==> src/rtl/bus_pkg.sv <==
// Shared constants and state encoding for the data-bus arbiter.
package bus_pkg;
   localparam int unsigned NUM_SRC = 8;
   localparam int unsigned SEL_W   = 3;
   localparam int unsigned HOLD_W  = 8;

   typedef enum logic [1:0] {
      ST_IDLE  = 2'd0,
      ST_GRANT = 2'd1,
      ST_GAP   = 2'd2
   } arb_state_e;
endpackage

==> src/rtl/rr_picker.sv <==
// Round-robin search: first requesting source at or after ptr, wrapping 7->0.
module rr_picker
   import bus_pkg::*;
(
   input  logic [NUM_SRC-1:0] req,
   input  logic [SEL_W-1:0]   ptr,
   output logic               found,
   output logic [SEL_W-1:0]   idx
);

   logic [SEL_W-1:0] cand;

   always_comb begin
      found = 1'b0;
      idx   = '0;
      cand  = '0;
      // Candidate index wraps naturally in SEL_W bits.
      for (int unsigned i = 0; i < NUM_SRC; i++) begin
         cand = ptr + SEL_W'(i);
         if (!found && req[cand]) begin
            found = 1'b1;
            idx   = cand;
         end
      end
   end

endmodule

==> src/rtl/bus_arbiter.sv <==
// Round-robin data-bus arbiter with a hold limit and a one-cycle turnaround gap.
module bus_arbiter
   import bus_pkg::*;
#(
   parameter int unsigned MAX_HOLD = 8
) (
   input  logic               clk,
   input  logic               rst,
   input  logic [NUM_SRC-1:0] req,
   output logic [NUM_SRC-1:0] gnt,
   output logic [SEL_W-1:0]   sel,
   output logic               bus_valid
);

   arb_state_e        state;
   logic [SEL_W-1:0]  ptr;
   logic [HOLD_W-1:0] hold_cnt;
   logic              pick_found;
   logic [SEL_W-1:0]  pick_idx;
   logic              release_now;

   rr_picker u_picker (
      .req   (req),
      .ptr   (ptr),
      .found (pick_found),
      .idx   (pick_idx)
   );

   // In GRANT, sel always holds the current owner.
   always_comb begin
      release_now = !req[sel] || (hold_cnt == HOLD_W'(MAX_HOLD));
   end

   always_ff @(posedge clk) begin
      if (rst) begin
         state     <= ST_IDLE;
         gnt       <= '0;
         sel       <= '0;
         bus_valid <= 1'b0;
         ptr       <= '0;
         hold_cnt  <= '0;
      end else begin
         case (state)
            ST_IDLE, ST_GAP: begin
               if (pick_found) begin
                  state     <= ST_GRANT;
                  gnt       <= NUM_SRC'(1) << pick_idx;
                  sel       <= pick_idx;
                  bus_valid <= 1'b1;
                  hold_cnt  <= HOLD_W'(1);
               end else begin
                  state     <= ST_IDLE;
                  gnt       <= '0;
                  bus_valid <= 1'b0;
                  hold_cnt  <= '0;
               end
            end
            ST_GRANT: begin
               if (release_now) begin
                  state     <= ST_GAP;
                  gnt       <= '0;
                  bus_valid <= 1'b0;
                  ptr       <= sel + SEL_W'(1);
                  hold_cnt  <= '0;
               end else begin
                  hold_cnt  <= hold_cnt + HOLD_W'(1);
               end
            end
            default: begin
               state     <= ST_IDLE;
               gnt       <= '0;
               bus_valid <= 1'b0;
               hold_cnt  <= '0;
            end
         endcase
      end
   end

endmodule
==> config.mk <==
export PLATFORM = sky130hd
export DESIGN_NAME = bus_arbiter
export DESIGN_NICKNAME = d
export VERILOG_FILES = /design/src/rtl/bus_pkg.sv /design/src/rtl/rr_picker.sv /design/src/rtl/bus_arbiter.sv
export SDC_FILE = /design/constraint.sdc
export NUM_CORES = 1
export LEC_CHECK = 0
export ABC_CLOCK_PERIOD_IN_PS = 6400
export CAP_MARGIN = 40
export CORE_ASPECT_RATIO = 0.6
export CORE_MARGIN = 8
export CORE_UTILIZATION = 60
export CTS_BUF_LIST = sky130_fd_sc_hd__clkbuf_16
export CTS_CLUSTER_SIZE = 30
export DETAILED_ROUTE_END_ITERATION = 12
export PLACE_DENSITY_LB_ADDON = 0.3
export SYNTH_ARGS = -nofsm -noshare
export SYNTH_HDL_FRONTEND = slang
export SYNTH_SLANG_ARGS = --single-unit
==> constraint.sdc <==
create_clock -name clk -period 6.4 [get_ports clk]
set_input_delay 1.28 -clock clk [delete_from_list [all_inputs] [get_ports clk]]
set_output_delay 1.28 -clock clk [all_outputs]
set_load 0.02 [all_outputs]
==> results.yml <==
timing:
  fin_setup_tns_ns: 0
  setup_violations: 0
  rsz0062_at_grt: "false"
  fin_crit_ns: 4.49
  setup_ws_ns: 1.91
  drv_slew: 0
  fmax_ghz: 0.223
  tightest_slew_ns: 0.930
  finalCritPeriodShare_pct: 70.1
  slew_headroom_pct: 37.7
  finClkSkew_ns: 0.00372
  final_hold_viol_count: 0
run:
  maxCapViolCount: 0
floorplan:
  pin_count: 22
  initial_core_util_pct: 61.7
  rows: 16
  fp.dieH_um: 60.3
  fp.dieW_um: 89.8
  core_area_um2: 3180
  fp.dieArea_um2: 5420
routing:
  vias: 1748
  finalWirelength_mm: 5.34
  route.detailed.drc: 0
  drt_iter0_drc: 260
  drtPass1Iterations: 6
  wl_per_cell_um: 20.6
  ant_nets: 0
  via_per_inst: 6.75
final_layout:
  syn_to_final_growth_pct: 14.7
  diodes: 0
  multi_input_area_um2: 1370
  drive_gt1_share_pct: 14.5
  n_fill_cell: 235
  register_area_um2: 500
  fin_cells: 259
  nNetsFinal: 230
power:
  p_leak_nw: 0.800
  comb_power_share_pct: 52.1
  power.total_mw: 0.730
  power_frac_seq_pct: 29.1
  power.density_nw_per_um2: 324
  irDropWorstVdd_mv: 0.186
  p_switching_mw: 0.299
  power_frac_clock_pct: 18.8
  internal_power_mw: 0.431
  swShare_pct: 41.0
synthesis:
  avgSynthCellArea_um2: 9.97
  ys_async_sr_fraction_pct: 0
  ys_warn_count: 0
  synth_ff_type: "dfxtp_1"
  synth_area_um2: 1960
  synth.distinct_cells: 49
  synth_edf_count: 0
  synth_nets: 212
  synth_area_leaders: "dfxtp_1, mux4_2, mux2i_1"
  ys_seq_area_share_pct: 25.5
  synth.top_cell.area_share_pct: 25.5
  yosys.area.top_type: "dfxtp_1"
  syn_inst: 197
  ys_seq_elements: 25
global_routing:
  grt_start_max_net_pins: 20
  grt_use_total_pct: 20.1
  use_met3_pct: 6.89
  grt_overflow: 0
  top_usage_layer: "met2"
  grt_pass1_wl_mm: 8.76
  grt_use_met1_pct: 25.2
  grt_pass1_vias: 1724
  met2_usage_pct: 33.3
  antenna_found_initial: 0
clock_tree:
  root_buffer: "clkbuf_16"
  insertion_delay_ns: 0.26
  htree_levels: 1
  cts_buffers: 3
  cts_tree: "yes"
  clkSinkCount: 25
  cts_hold_buf: 0
  post_cts_buffers: 0
  clk_path_buf_depth: 2
  cts-resized-gates: 0
  path_clk_slew_ns: 0.06
worst_hold_path:
  hp-class: "reg -> reg"
  min_path_cells: 2
critical_path:
  crit_required_ns: 6.55
  crit_path_end_kind: "flip-flop"
  critPathMaxStageDelay_ns: 0.87
  cp.arrival_ns: 4.64
  critPathBufInv: 1
  worstSetupStartpointType: "flip-flop"
  path_max_fanout: 19
  rr_worst_depth: 9
  crit_slowest_cell: "dfxtp_1"
  path_delay_family: "multiplexers"
  path_cells: "clkinv_1 -> ha_1 -> mux4_2 -> mux2i_1 -> nand3_1 -> and2b_4 -> a31oi_1 -> and3b_1 -> a32o_1"
  critPathKind: "reg -> reg"
  cp.depth: 9
placement:
  dp_slack_ns: 1.98
  dp_hpwl_mm: 3.99
  place.gp.congestion: 0.929
  io_buffers: 21
  dpl.cell_count: 255
outcome:
  status: "finished, final reports clean"
## registers in the layout, summed over array words and instances (netlist names)
register / cells
bus_valid: 1
gnt: 8
hold_cnt: 8
ptr: 3
sel: 3
state: 2
## stage by stage
| stage | utilization [%] | hold slack, ns | cell area [um^2] |
|---|---|---|---|
| 6_report | 70.8 | 0.455 | 2250 |
| 3_3_place_gp | 68.3 | 0.437 | 2170 |
| 2_1_floorplan | - | 0.480 | 1960 |
| 3_5_place_dp | 68.3 | 0.443 | 2170 |
| 4_1_cts | 70.8 | 0.457 | 2250 |
| 5_1_grt | 70.8 | 0.477 | 2250 |
## cells in the final DEF (no fill, tap or decap), types with 5 or more instances in the layout
cell,n
nand2_1,13
clkdlybuf4s50_1,21
nor2_1,25
a211oi_1,5
a21oi_1,8
inv_1,8
xor2_1,5
a32o_1,5
ha_1,5
mux2i_1,10
mux2_2,5
mux4_2,12
dfxtp_1,25
## routing by layer
metal | share of wire [%] | wire (um)
met5 | 0 | 0
met4 | 1.4 | 73
met2 | 46 | 2440
met3 | 12 | 621
met1 | 41 | 2200
## worst paths after layout
kind | to | start | slack (ns)
max reg2reg | gnt[1]$_SDFFE_PP0P_ | ptr[0]$_SDFFE_PP0P_ | 1.91
max | gnt[1]$_SDFFE_PP0P_ | ptr[0]$_SDFFE_PP0P_ | 1.91
min reg2reg | gnt[3]$_SDFFE_PP0P_ | gnt[3]$_SDFFE_PP0P_ | 0.46
min | gnt[3]$_SDFFE_PP0P_ | gnt[3]$_SDFFE_PP0P_ | 0.46
## synth_stat cells (all sizes together), types with 2 or more instances
master and instances:
a211oi 5, a21oi 9, a31oi 3, a32o 5
a32oi 2, and2 3, and3 2, buf 6
clkbuf 2, clkinv 2, dfxtp 25, ha 5
inv 7, mux2 8, mux2i 12, mux4 14
nand2 13, nand2b 2, nand3 4, nand3b 2
nor2 25, nor2b 4, nor3b 3, nor4b 2
o21ai 4, o31ai 4, o32ai 2, or2 2
xnor2 4, xor2 5
## cells by family (layout without fill, tap and decap cells)
family,Yosys count,in the layout,share of synthesized area (%)
mux,34,34,28.0
simple gates,67,67,17.7
flops,25,25,25.5
compound gates,40,40,17.1
xor+xnor,9,9,4.02
buf+inv,17,34,4.59
fa+ha+maj,5,5,3.19
## power groups by stage
stage               Combinational, mW  Sequential, mW  Clock, mW
finish                          0.380           0.212      0.138
global placement                0.351           0.212          0
detailed placement              0.366           0.214          0
CTS                             0.370           0.211      0.139
floorplan                       0.278           0.210          0
global route                    0.403           0.216      0.148
## cell type report
class                           count  share of cell area [%]
Tap cell                           45                    2.50
Timing Repair Buffer               21                    9.33
Sequential cell                    25                    22.2
Clock inverter                      1                   0.167
Clock buffer                        3                    3.33
Inverter                            9                    1.50
Multi-Input combinational cell    155                    60.9
## worst reg2reg max path, cell delays in order, from the launching register on
cell and delay, ns:
dfxtp_1 0.87, clkinv_1 0.48, ha_1 0.68, mux4_2 0.58, mux2i_1 0.38, nand3_1 0.18
and2b_4 0.31, a31oi_1 0.31, and3b_1 0.33, a32o_1 0.26
No activity file was read; power rests on OpenSTA's default activity.
